[config.mk]
export PLATFORM = sky130hd
export DESIGN_NAME = exu_wb_arb
export DESIGN_NICKNAME = d
export VERILOG_FILES = /design/src/rtl/alioth_wb_pkg.sv /design/src/rtl/wb_rr_arb.sv /design/src/rtl/exu_wb_arb.sv
export SDC_FILE = /design/constraint.sdc
export NUM_CORES = 1
export LEC_CHECK = 0
export BUFFER_PORTS_ARGS = -buffer_cell sky130_fd_sc_hd__buf_4
export CAP_MARGIN = 5
export CORE_UTILIZATION = 41
export DETAILED_ROUTE_END_ITERATION = 7
export PLACE_DENSITY_LB_ADDON = 0.2
export REMOVE_ABC_BUFFERS = 1
export SYNTH_ARGS = -nofsm -noshare
export SYNTH_HDL_FRONTEND = slang
export SYNTH_SLANG_ARGS = --single-unit
[constraint.sdc]
create_clock -name clk -period 2.1 [get_ports clk]
set_input_delay 0.315 -clock clk [delete_from_list [all_inputs] [get_ports clk]]
set_output_delay 0.315 -clock clk [all_outputs]
set_load 0.02 [all_outputs]
[src/rtl/alioth_wb_pkg.sv]
// Shared writeback definitions: source indices, default widths and the per-source request record.
`ifndef REG_DATA_WIDTH
`define REG_DATA_WIDTH 32
`endif
`ifndef REG_ADDR_WIDTH
`define REG_ADDR_WIDTH 5
`endif
`ifndef COMMIT_ID_WIDTH
`define COMMIT_ID_WIDTH 8
`endif

package alioth_wb_pkg;

    localparam int unsigned WB_SRC_ALU = 0;
    localparam int unsigned WB_SRC_MUL = 1;
    localparam int unsigned WB_SRC_DIV = 2;
    localparam int unsigned WB_SRC_LSU = 3;
    localparam int unsigned WB_NUM_SRC = 4;

    localparam int unsigned WB_DW = `REG_DATA_WIDTH;
    localparam int unsigned WB_AW = `REG_ADDR_WIDTH;
    localparam int unsigned WB_CW = `COMMIT_ID_WIDTH;

    typedef struct packed {
        logic [WB_AW-1:0] waddr;
        logic [WB_DW-1:0] wdata;
        logic [WB_CW-1:0] commit_id;
    } wb_req_t;

endpackage

[src/rtl/wb_rr_arb.sv]
// Combinational round-robin pick: first requester at or above ptr, wrapping modulo N.
module wb_rr_arb #(
    parameter int unsigned N = 4
) (
    input  logic [N-1:0]         req,
    input  logic [$clog2(N)-1:0] ptr,
    input  logic                 hold,
    output logic [N-1:0]         gnt,
    output logic [$clog2(N)-1:0] gnt_idx,
    output logic                 any_gnt
);

    logic [$clog2(N)-1:0] idx;

    always_comb begin
        gnt     = '0;
        gnt_idx = '0;
        any_gnt = 1'b0;
        idx     = '0;
        for (int unsigned k = 0; k < N; k++) begin
            idx = $clog2(N)'((32'(ptr) + k) % N);
            if (!any_gnt && !hold && req[idx]) begin
                any_gnt = 1'b1;
                gnt_idx = idx;
            end
        end
        if (any_gnt) gnt[gnt_idx] = 1'b1;
    end

endmodule

[src/rtl/exu_wb_arb.sv]
// Writeback arbiter: one execution-unit result per cycle onto the RF write and commit ports.
module exu_wb_arb
    import alioth_wb_pkg::*;
#(
    parameter int unsigned NUM_SRC = WB_NUM_SRC,
    parameter int unsigned DW      = WB_DW,
    parameter int unsigned AW      = WB_AW,
    parameter int unsigned CW      = WB_CW
) (
    input  logic                  clk,
    input  logic                  rst_n,
    input  logic [NUM_SRC-1:0]    src_valid_i,
    input  logic [NUM_SRC*DW-1:0] src_wdata_i,
    input  logic [NUM_SRC*AW-1:0] src_waddr_i,
    input  logic [NUM_SRC*CW-1:0] src_commit_id_i,
    input  logic                  hold_i,
    output logic [NUM_SRC-1:0]    src_ready_o,
    output logic                  rf_we_o,
    output logic [AW-1:0]         rf_waddr_o,
    output logic [DW-1:0]         rf_wdata_o,
    output logic                  commit_valid_o,
    output logic [CW-1:0]         commit_id_o,
    output logic [31:0]           conflict_cnt_o
);

    localparam int unsigned PW = $clog2(NUM_SRC);

    wb_req_t              req [NUM_SRC];
    wb_req_t              out_q;
    logic [PW-1:0]        ptr_q, ptr_d;
    logic [PW-1:0]        gnt_idx;
    logic [NUM_SRC-1:0]   gnt;
    logic                 any_gnt;
    logic                 we_q, cv_q;
    logic [31:0]          cnt_q;
    logic                 conflict;

    always_comb begin
        for (int unsigned i = 0; i < NUM_SRC; i++) begin
            req[i].waddr     = src_waddr_i[i*AW +: AW];
            req[i].wdata     = src_wdata_i[i*DW +: DW];
            req[i].commit_id = src_commit_id_i[i*CW +: CW];
        end
    end

    // Reset is folded into hold so no source retires a result that the output register drops.
    wb_rr_arb #(
        .N(NUM_SRC)
    ) u_rr (
        .req     (src_valid_i),
        .ptr     (ptr_q),
        .hold    (hold_i | ~rst_n),
        .gnt     (gnt),
        .gnt_idx (gnt_idx),
        .any_gnt (any_gnt)
    );

    assign src_ready_o = gnt;
    assign conflict    = ($countones(src_valid_i) > 1) && !hold_i;

    always_comb begin
        ptr_d = ptr_q;
        if (any_gnt) begin
            ptr_d = (gnt_idx == PW'(NUM_SRC - 1)) ? '0 : gnt_idx + 1'b1;
        end
    end

    always_ff @(posedge clk) begin
        if (!rst_n) begin
            ptr_q <= '0;
            out_q <= '0;
            we_q  <= 1'b0;
            cv_q  <= 1'b0;
            cnt_q <= '0;
        end else begin
            ptr_q <= ptr_d;
            cv_q  <= any_gnt;
            we_q  <= any_gnt && (req[gnt_idx].waddr != '0);
            if (any_gnt) out_q <= req[gnt_idx];
            if (conflict && (cnt_q != '1)) cnt_q <= cnt_q + 32'd1;
        end
    end

    assign rf_we_o        = we_q;
    assign commit_valid_o = cv_q;
    assign rf_waddr_o     = out_q.waddr;
    assign rf_wdata_o     = out_q.wdata;
    assign commit_id_o    = out_q.commit_id;
    assign conflict_cnt_o = cnt_q;

endmodule
-- Word-level counts from Yosys, hierarchy flattened
Index checks and enable logic that the tools add are counted.
- muxes and demuxes: 23
- reductions and logical operators: 17
- magnitude comparators: 8
- bitwise operators: 3
- add/subtract/negate cells: 8
- divide/modulo/power cells: 0
- shift-type cells: 0
- equal/unequal tests: 2
- $mul: 0
- operators with widths (operator ; count):
    $bmux W45 S2 ; 1
    $mux W45 ; 2
    $add A32 B1 Y32 const B ; 1
    $ne A32 B32 Y1 const B ; 1
    $lt A2 B3 Y1 const B ; 5
    $logic_and A1 B1 Y1 ; 11
    $mux W2 ; 5
    $mux W1 ; 9
    $bmux W1 S2 ; 4
    $logic_not A1 Y1 ; 5
    $reduce_bool A5 Y1 ; 1
    $add A1 B1 Y2 ; 2
    $add A2 B1 Y2 const B ; 2
    $add A2 B2 Y2 const B ; 2
    $mux W4 ; 1
    $add A2 B2 Y3 ; 1
    $ge A3 B3 Y1 const B ; 1
    $gt A3 B1 Y1 const B ; 1
    $not A2 Y3 ; 1
    $demux W1 S2 ; 1
    $eq A2 B2 Y1 const B ; 1
    $ge A2 B1 Y1 const B ; 1
    $not A1 Y1 ; 1
    $or A1 B1 Y1 ; 1
- latch bits: 0
- word-level logic and storage cells: 68
- output and inout bits: 83
- input port bits: 187
- bits in read-only memories: 0
- register bits: 81
- RAM bits: 0
- memories kept: 0

-- Longest topological paths before layout
Gate-level depths: netlist (run 1).
- depth after elaboration: 23
- mapped depth: 9
- gate-level depth less buffers: 7

-- Modules after synthesis
From an unflattened synthesis (run 1), not the netlist that was laid out.
- cells, all modules: 457
- area, all modules: 4664.5 µm²
- modules (own cells, without submodules) (module ; sequential area each (µm²) ; cells each ; area each (µm²) ; times used):
    exu_wb_arb ; 1621.6 ; 421 ; 4449.3 ; 1
    wb_rr_arb ; 0.0 ; 36 ; 215.2 ; 1

-- Least setup slack after synthesis (run 1)
Ideal clock, no wire load.
- kind: input to output
- start: input rst_n
- end: output src_ready_o[0]
- cell stages on the path: 9
- data required time: 1.785 ns
- path buffers: 3
- path slack: -0.052 ns
- arrival: 1.837 ns
- cell sequence: buf_2 -> nand2b_1 -> a311oi_1 -> and2_1 -> buf_2 -> buf_2 -> inv_1 -> ha_1 -> and2_1
- cells in the longest elaborated chain, start to end: 22
- RTL lines (item ; RTL line ; source):
    from (decl) ; exu_wb_arb.sv:11 ; input logic rst_n,
    $not A1 Y1 * ; exu_wb_arb.sv:52 ; .hold (hold_i | ~rst_n),
    $or A1 B1 Y1 * ; exu_wb_arb.sv:52 ;
    $logic_not A1 Y1 * ; wb_rr_arb.sv:22 ; if (!any_gnt && !hold && req[idx]) begin
    $logic_and A1 B1 Y1 ; wb_rr_arb.sv:22 ;
    $mux W1 ; wb_rr_arb.sv:22 ;
    $logic_not A1 Y1 ; wb_rr_arb.sv:22 ;
    $logic_and A1 B1 Y1 (2 in series) ; wb_rr_arb.sv:22 ;
    $mux W1 ; wb_rr_arb.sv:22 ;
    [4 not listed] ; - ;
    $logic_not A1 Y1 ; wb_rr_arb.sv:22 ;
    $logic_and A1 B1 Y1 (2 in series) ; wb_rr_arb.sv:22 ;
    $mux W2 ; wb_rr_arb.sv:22 ;
    $lt A2 B3 Y1 (not written as such) / $ge A2 B1 Y1 (equally long branches) ; wb_rr_arb.sv:27 ; if (any_gnt) gnt[gnt_idx] = 1'b1;
    $logic_and A1 B1 Y1 (not written as such) ; wb_rr_arb.sv:27 ;
    $mux W1 (not written as such) ; wb_rr_arb.sv:27 ;
    $demux W1 S2 ; - ;
    $mux W4 * ; wb_rr_arb.sv:27 ;
    to (decl) ; exu_wb_arb.sv:17 ; output logic [NUM_SRC-1:0] src_ready_o,
Every way passes the cells marked *; elsewhere a longest branch is shown, timed or not.

-- Final worst setup path (run 1)
- start: register ptr_q[1]
- end: register we_q, in the netlist rf_we_o
- cells in the longest elaborated chain, start to end: 22
- RTL lines (item ; RTL line ; source):
    from (decl) ; exu_wb_arb.sv:30 ; logic [PW-1:0] ptr_q, ptr_d;
    from (signal assigned) ; exu_wb_arb.sv:76 ; ptr_q <= ptr_d;
    $bmux W1 S2 ; wb_rr_arb.sv:22 ;
    $mux W1 (not written as such) ; wb_rr_arb.sv:22 ;
    $logic_and A1 B1 Y1 ; wb_rr_arb.sv:22 ;
    $mux W1 ; wb_rr_arb.sv:22 ;
    $logic_not A1 Y1 ; wb_rr_arb.sv:22 ;
    $logic_and A1 B1 Y1 (2 in series) ; wb_rr_arb.sv:22 ;
    $mux W1 ; wb_rr_arb.sv:22 ;
    $logic_not A1 Y1 ; wb_rr_arb.sv:22 ;
    [3 not listed] ; - ;
    $logic_not A1 Y1 ; wb_rr_arb.sv:22 ;
    $logic_and A1 B1 Y1 (2 in series) ; wb_rr_arb.sv:22 ;
    $mux W2 ; wb_rr_arb.sv:22 ;
    $not A2 Y3 (not written as such) ; exu_wb_arb.sv:78 ; we_q <= any_gnt && (req[gnt_idx].waddr != '0);
    $bmux W45 S2 ; exu_wb_arb.sv:78 ;
    $mux W45 (not written as such) (2 in series) ; exu_wb_arb.sv:78 ;
    $reduce_bool A5 Y1 ; exu_wb_arb.sv:78 ;
    $logic_and A1 B1 Y1 * ; exu_wb_arb.sv:78 ;
    to (signal assigned) ; exu_wb_arb.sv:78 ;
    to (decl) ; exu_wb_arb.sv:34 ; logic we_q, cv_q;
Every way passes the cells marked *; elsewhere a longest branch is shown, timed or not. The select of a mux whose other input is x is not followed.
A chain may end at the register's enable or synchronous reset.

==> results.sh, run 1 <==
export IMPL_end_kind="flop"
export IMPL_final_common_cell="buf_4"
export IMPL_yosysTopAreaCell="dfxtp_1"
export IMPL_fin_crit_sh_pct=105
export IMPL_cp_arrival_ps=2410
export IMPL_design_area_sq_um=7980
export IMPL_path_max_fanout=16
export IMPL_power_density_nw_per_um2=547
export IMPL_slew_violations=0
export IMPL_path_class="reg2reg"
export IMPL_track_usage_pct=24.3
export IMPL_rows=40
export IMPL_synth_top_cell_area_share_pct=32.1
export IMPL_cp_required_ps=2310
export IMPL_drive_above_1_share_pct=50.8
export IMPL_start_util_pct=42.0
export IMPL_violations="negative setup slack"
export IMPL_fin_ws_ps=-100
export IMPL_grt_overflow=0
export IMPL_cp_slowest_stage_delay_ps=390
export IMPL_period_needed_ps=2200
export IMPL_cts_made_buffers=9
export IMPL_synth_edff_count=0
export IMPL_avgSynthCellArea_sq_um=9.50
export IMPL_grt_max_degree=90
export IMPL_pwr_share_clk_pct=37.2
export IMPL_gp_congestion=0.827
export IMPL_dieArea_sq_um=12800
export IMPL_worstHoldPathType="in2reg"
export IMPL_synth_warnings=0
export IMPL_h_tree_depth=3
export IMPL_vias=5157
export IMPL_finalSetupViolCount=31
export IMPL_yosysUniqueCellTypes=54
export IMPL_cts_max_path_buffers=2
export IMPL_wire_per_inst_um=16.7
export IMPL_start_kind="flop"
export IMPL_core_area_sq_um=12000
export IMPL_swShare_pct=26.6
export IMPL_skew_ps=5.60
export IMPL_dpl_hpwl_um=11800
export IMPL_root_buffer="clkbuf_16"
export IMPL_cap_violations=0
export IMPL_first_global_vias=5063
export IMPL_final_cell_mix="buf_4 (309), mux2i_1 (83), dfxtp_1 (79)"
export IMPL_finalWirelength_um=16400
export IMPL_first_iter_violations=193
export IMPL_port_buffers=269
export IMPL_pwr_share_comb_pct=24.7
export IMPL_drc=0
export IMPL_synthesis_instances=531
export IMPL_seq_area_frac_synth_pct=32.1
export IMPL_cts_tree="yes"
export IMPL_hold_slack_ps=420
export IMPL_insertion_delay_ps=340
export IMPL_hold_viol=0
export IMPL_clkTransAtPathRegs_ps=60
export IMPL_async_reset_ff_share_pct=0
export IMPL_ys_ff_latch=81
export IMPL_grt_setup_unrepaired="yes"
export IMPL_fp_dieW_um=113
export IMPL_ant_nets=0
export IMPL_cts_hold_buffers=0
export IMPL_status="finished, violations left"
export IMPL_synth_area_top_cells="dfxtp_1 (32%), mux2i_1 (17%), mux2_2 (10%)"
export IMPL_crit_chain="nand2_4 > buf_12 > a221oi_4 > nor2_8 > buf_4 > buf_12 > buf_4 > o32a_1 > mux2i_1 > a41oi_2"
export IMPL_p_switching_mw=1.16
export IMPL_max_freq_mhz=455
export IMPL_seq_power_share_pct=38.2
export IMPL_critPathSlowestCell="dfxtp_4"
export IMPL_diodes=0
export IMPL_worstMarginPinSlew_ps=774
export IMPL_power_leakage_nw=3.44
export IMPL_final_cells=982
export IMPL_grt_pass1_wl_um=24500
export IMPL_via_per_inst=5.25
export IMPL_num_nets_final=1023
export IMPL_netlist_area_sq_um=5040
export IMPL_cts_sinks=81
export IMPL_dpl_cell_count=944
export IMPL_io_pins=270
export IMPL_grt_antenna_before_repair=0
export IMPL_synth_ff_type="dfxtp_1"
export IMPL_vdd_ir_drop_max_v=0.000340
export IMPL_slew_headroom_pct=48.4
export IMPL_place_area_sq_um=7300
export IMPL_internal_power_mw=3.21
export IMPL_area_delta_synth_final_pct=58.1
export IMPL_fillCellCount=929
export IMPL_dr_pass1_iters=4
export IMPL_die_h_um=113
==> power by group through the flow <==
stage / sequential, mW / combinational (mW) / clock (mW)
6_report: 1.67 / 1.08 / 1.62
5_1_grt: 1.68 / 1.15 / 1.71
4_1_cts: 1.67 / 1.03 / 1.65
3_5_place_dp: 1.70 / 0.994 / 0
3_3_place_gp: 1.69 / 0.974 / 0
2_1_floorplan: 1.79 / 0.344 / 0
==> final timing paths <==
check,from,to,slack [ps],depth (start not counted)
setup reg to reg,ptr_q[1]$_SDFFE_PN0P_,rf_we_o$_SDFF_PN0_,-100,10
hold / removal,src_waddr_i[14],rf_we_o$_SDFF_PN0_,420,4
setup / recovery,ptr_q[1]$_SDFFE_PN0P_,rf_we_o$_SDFF_PN0_,-100,10
hold reg to reg,rf_wdata_o[27]$_SDFFE_PN0P_,rf_wdata_o[27]$_SDFFE_PN0P_,450,2
==> registers in the layout, indices dropped and copies added (netlist names) <==
name,count
commit_id_o,8
rf_we_o,1
ptr_q,2
commit_valid_o,1
rf_wdata_o,32
conflict_cnt_o,32
rf_waddr_o,5
==> cell type report <==
cell class	instances	area, sq um	share of cell area, %
Clock buffer	11	253	3.17
Clock inverter	5	53.8	0.675
Inverter	12	50.0	0.627
Multi-Input combinational cell	401	3220	40.3
Sequential cell	81	1630	20.4
Tap cell	147	184	2.31
Timing Repair Buffer	325	2590	32.5
==> cell usage after synthesis (4+ instances only) <==
cell type and count:
a21boi_0 6, a21boi_1 6, and2_1 30, and4_1 5, buf_2 4, buf_4 4
buf_8 8, clkbuf_1 19, dfxtp_1 81, ha_1 5, inv_1 10, mux2_2 45
mux2i_1 85, nand2_1 16, nand3_1 53, nand4_1 11, nor2_1 6, nor3_1 11
o21ai_0 10, o21ai_1 39, o21ai_2 4, or3_1 8, xnor2_1 13, xor2_1 11
==> logic make-up after synthesis <==
logic type                 count (synthesis)  synth area share (%)
DFF                                       81                  32.1
muxes                                    130                  26.9
xor gates and xnor gates                  24                  4.17
adders and majority gates                  6                  1.64
buffers and inverters                     49                  6.23
and+or+nand+nor                          156                  17.7
AOI/OAI and AO/OA                         85                  11.3
==> stage by stage <==
step	worst slack (ps)	total power, mW	util [%]	setup TNS [ps]
floorplan	-988	2.14	-	-36460
global placement	-179	2.67	60.8	-3780
detailed placement	-233	2.69	60.8	-9750
CTS	-55.1	4.35	64.5	-664
global route	-157	4.54	66.4	-4290
finish	-100	4.37	66.4	-857
==> per-layer routing <==
layer	track usage (%)	part of all wire, %
met1	25.9	38
met2	44.3	53
met3	7.45	6.9
met4	10.5	2.3
met5	0	0
==> worst max-delay path, delay by kind of cell (launching register included) <==
kind | cells | cell delay, ps
AO/OA/AOI/OAI | 3 | 760
buffers and inverters | 4 | 580
flip-flops | 1 | 390
multiplexers | 1 | 160
AND/OR/NAND/NOR | 2 | 170
==> timing repair <==
item                                    in CTS  in global routing
endpoints found under the setup margin       4                 63
setup buffers                               11                  7
pin swaps                                    6                  5
cloned                                       0                  5
resized for setup                           20                 19
Power figures use the tool's default switching activity.
==> run 2, diff against run 1 <==
--- a/config.mk
+++ b/config.mk
@@ -9,7 +9,7 @@
 export CAP_MARGIN = 5
 export CORE_UTILIZATION = 41
 export DETAILED_ROUTE_END_ITERATION = 7
-export PLACE_DENSITY_LB_ADDON = 0.2
+export PLACE_DENSITY = 0.85
 export REMOVE_ABC_BUFFERS = 1
 export SYNTH_ARGS = -nofsm -noshare
 export SYNTH_HDL_FRONTEND = slang
==> results.sh, run 2 (synthesis results as in run 1) <==
export IMPL_track_usage_pct=24.5
export IMPL_crit_chain="nand2_4 > a211oi_2 > a311oi_2 > and2_4 > inv_2 > ha_2 > and2_4 > buf_6"
export IMPL_design_area_sq_um=8120
export IMPL_final_cell_mix="buf_4 (330), mux2i_1 (83), dfxtp_1 (79)"
export IMPL_critPathSlowestCell="dfxtp_4"
export IMPL_drc=0
export IMPL_path_class="reg2out"
export IMPL_violations="negative setup slack"
export IMPL_finalWirelength_um=16000
export IMPL_vias=5328
export IMPL_wire_per_inst_um=16.0
export IMPL_worst_r2r_setup_slack_ps=-40
export IMPL_cts_tree="yes"
export IMPL_dpl_hpwl_um=11200
export IMPL_cts_hold_buffers=0
export IMPL_finalSetupViolCount=6
export IMPL_root_buffer="clkbuf_16"
export IMPL_r2r_cells=13
export IMPL_cp_slowest_stage_delay_ps=370
export IMPL_num_nets_final=1041
export IMPL_path_max_fanout=5
export IMPL_die_h_um=113
export IMPL_h_tree_depth=3
export IMPL_hold_viol=0
export IMPL_grt_setup_unrepaired="yes"
export IMPL_cts_made_buffers=9
export IMPL_dieArea_sq_um=12800
export IMPL_drive_above_1_share_pct=51.6
export IMPL_hold_path_endpoint="rf_wdata_o[1]$_SDFFE_PN0P_"
export IMPL_port_buffers=269
export IMPL_gp_congestion=0.779
export IMPL_core_area_sq_um=12000
export IMPL_cts_max_path_buffers=2
export IMPL_first_iter_violations=361
export IMPL_via_per_inst=5.33
export IMPL_final_common_cell="buf_4"
export IMPL_power_leakage_nw=3.53
export IMPL_fp_dieW_um=113
export IMPL_area_delta_synth_final_pct=60.9
export IMPL_grt_antenna_before_repair=0
export IMPL_cp_common_cell="and2_4"
export IMPL_grt_pass1_wl_um=24900
export IMPL_r2r_start="ptr_q[1]$_SDFFE_PN0P_"
export IMPL_worstMarginPinSlew_ps=765
export IMPL_cts_sinks=81
export IMPL_cap_violations=0
export IMPL_max_freq_mhz=454
export IMPL_grt_max_degree=90
export IMPL_start_kind="flop"
export IMPL_slew_violations=0
export IMPL_io_pins=270
export IMPL_fin_crit_sh_pct=105
export IMPL_power_density_nw_per_um2=567
export IMPL_fillCellCount=931
export IMPL_worstHoldPathType="in2reg"
export IMPL_hold_slack_ps=421
export IMPL_insertion_delay_ps=340
export IMPL_diodes=0
export IMPL_clkTransAtPathRegs_ps=70
export IMPL_grt_overflow=0
export IMPL_first_global_vias=5268
export IMPL_vdd_ir_drop_max_v=0.000297
export IMPL_hold_depth=4
export IMPL_status="finished, violations left"
export IMPL_cp_required_ps=1780
export IMPL_place_area_sq_um=7470
export IMPL_hold_start="src_wdata_i[33]"
export IMPL_cp_arrival_ps=1890
export IMPL_period_needed_ps=2200
export IMPL_skew_ps=6.04
export IMPL_start_util_pct=42.0
export IMPL_rows=40
export IMPL_r2r_end="rf_we_o$_SDFF_PN0_"
export IMPL_ant_nets=0
export IMPL_dr_pass1_iters=4
export IMPL_end_kind="primary output"
export IMPL_slew_headroom_pct=49.0
export IMPL_fin_ws_ps=-101
export IMPL_final_core_util_pct=67.6
run 2: cell types whose count changed in the layout (fill, tap and decap cells not counted), moves of 2 or more:
| cell | before | now |
|---|---|---|
| buf_4 | 309 | 330 |
| bufinv_16 | 1 | 3 |
| clkinv_2 | 3 | 0 |
| clkinvlp_4 | 0 | 2 |
run 2: power breakdown:
group	total (mW)	leakage [nW]	switching, mW	internal [mW]
sequential	1.67	0.664	0.0480	1.62
combinational	1.07	2.70	0.467	0.608
clock	1.86	0.165	0.664	1.20
run 2: worst max-delay path by stage:
stage,from,end,slack (ps),depth (start not counted)
finish,ptr_q[1]$_SDFFE_PN0P_,src_ready_o[0],-100,8
CTS,ptr_q[1]$_SDFFE_PN0P_,src_ready_o[1],-60,7
detailed placement,src_valid_i[0],src_ready_o[2],-170,10
floorplan,ptr_q[1]$_SDFFE_PN0P_,src_ready_o[2],-990,7
global route,ptr_q[1]$_SDFFE_PN0P_,src_ready_o[3],-160,7
global placement,src_valid_i[0],src_ready_o[0],-110,10
run 2: final cells by class:
cell class                 instances  area, sq um  share of cell area [%]
clock inverter                     6          114                    1.40
multi-input combinational        401         3210                    39.6
tap                              147          184                    2.27
sequential                        81         1630                    20.0
inverter                          12         50.0                   0.617
clock buffer                      10          239                    2.94
timing repair buffer             343         2690                    33.1
run 2: critical path, delay by kind of cell (launching register included):
| family | cells | cell delay, ps |
|---|---|---|
| AO/OA/AOI/OAI | 2 | 380 |
| adder cells (fa/ha/maj) | 1 | 180 |
| buffers and inverters | 2 | 170 |
| flip-flops | 1 | 370 |
| AND/OR/NAND/NOR | 3 | 450 |
run 2: repair_timing:
item | in CTS | in global routing
cloned | 0 | 1
setup buffers | 16 | 1
setup endpoints to repair | 8 | 52
resized for setup | 18 | 20
pin swaps | 9 | 10
run 2: through the flow:
step | power (mW) | setup slack, ps | instances | TNS, ps
floorplan | 2.14 | -988 | 494 | -36460
global placement | 2.68 | -106 | 966 | -3250
detailed placement | 2.70 | -173 | 966 | -5510
CTS | 4.61 | -62.7 | 998 | -210
global route | 4.78 | -160 | 1000 | -1240
finish | 4.60 | -101 | 1000 | -428
run 2: per-layer routing:
layer  share of wire, %  vias up  GRT usage (%)  routed length (um)
met2                 52      221           44.9                8280
li1                   -     2568              -                   -
met4                2.8        0           11.1                 452
met1                 39     2495           26.4                6180
met5                  0        -              0                   0
met3                6.7       44           6.21                1070
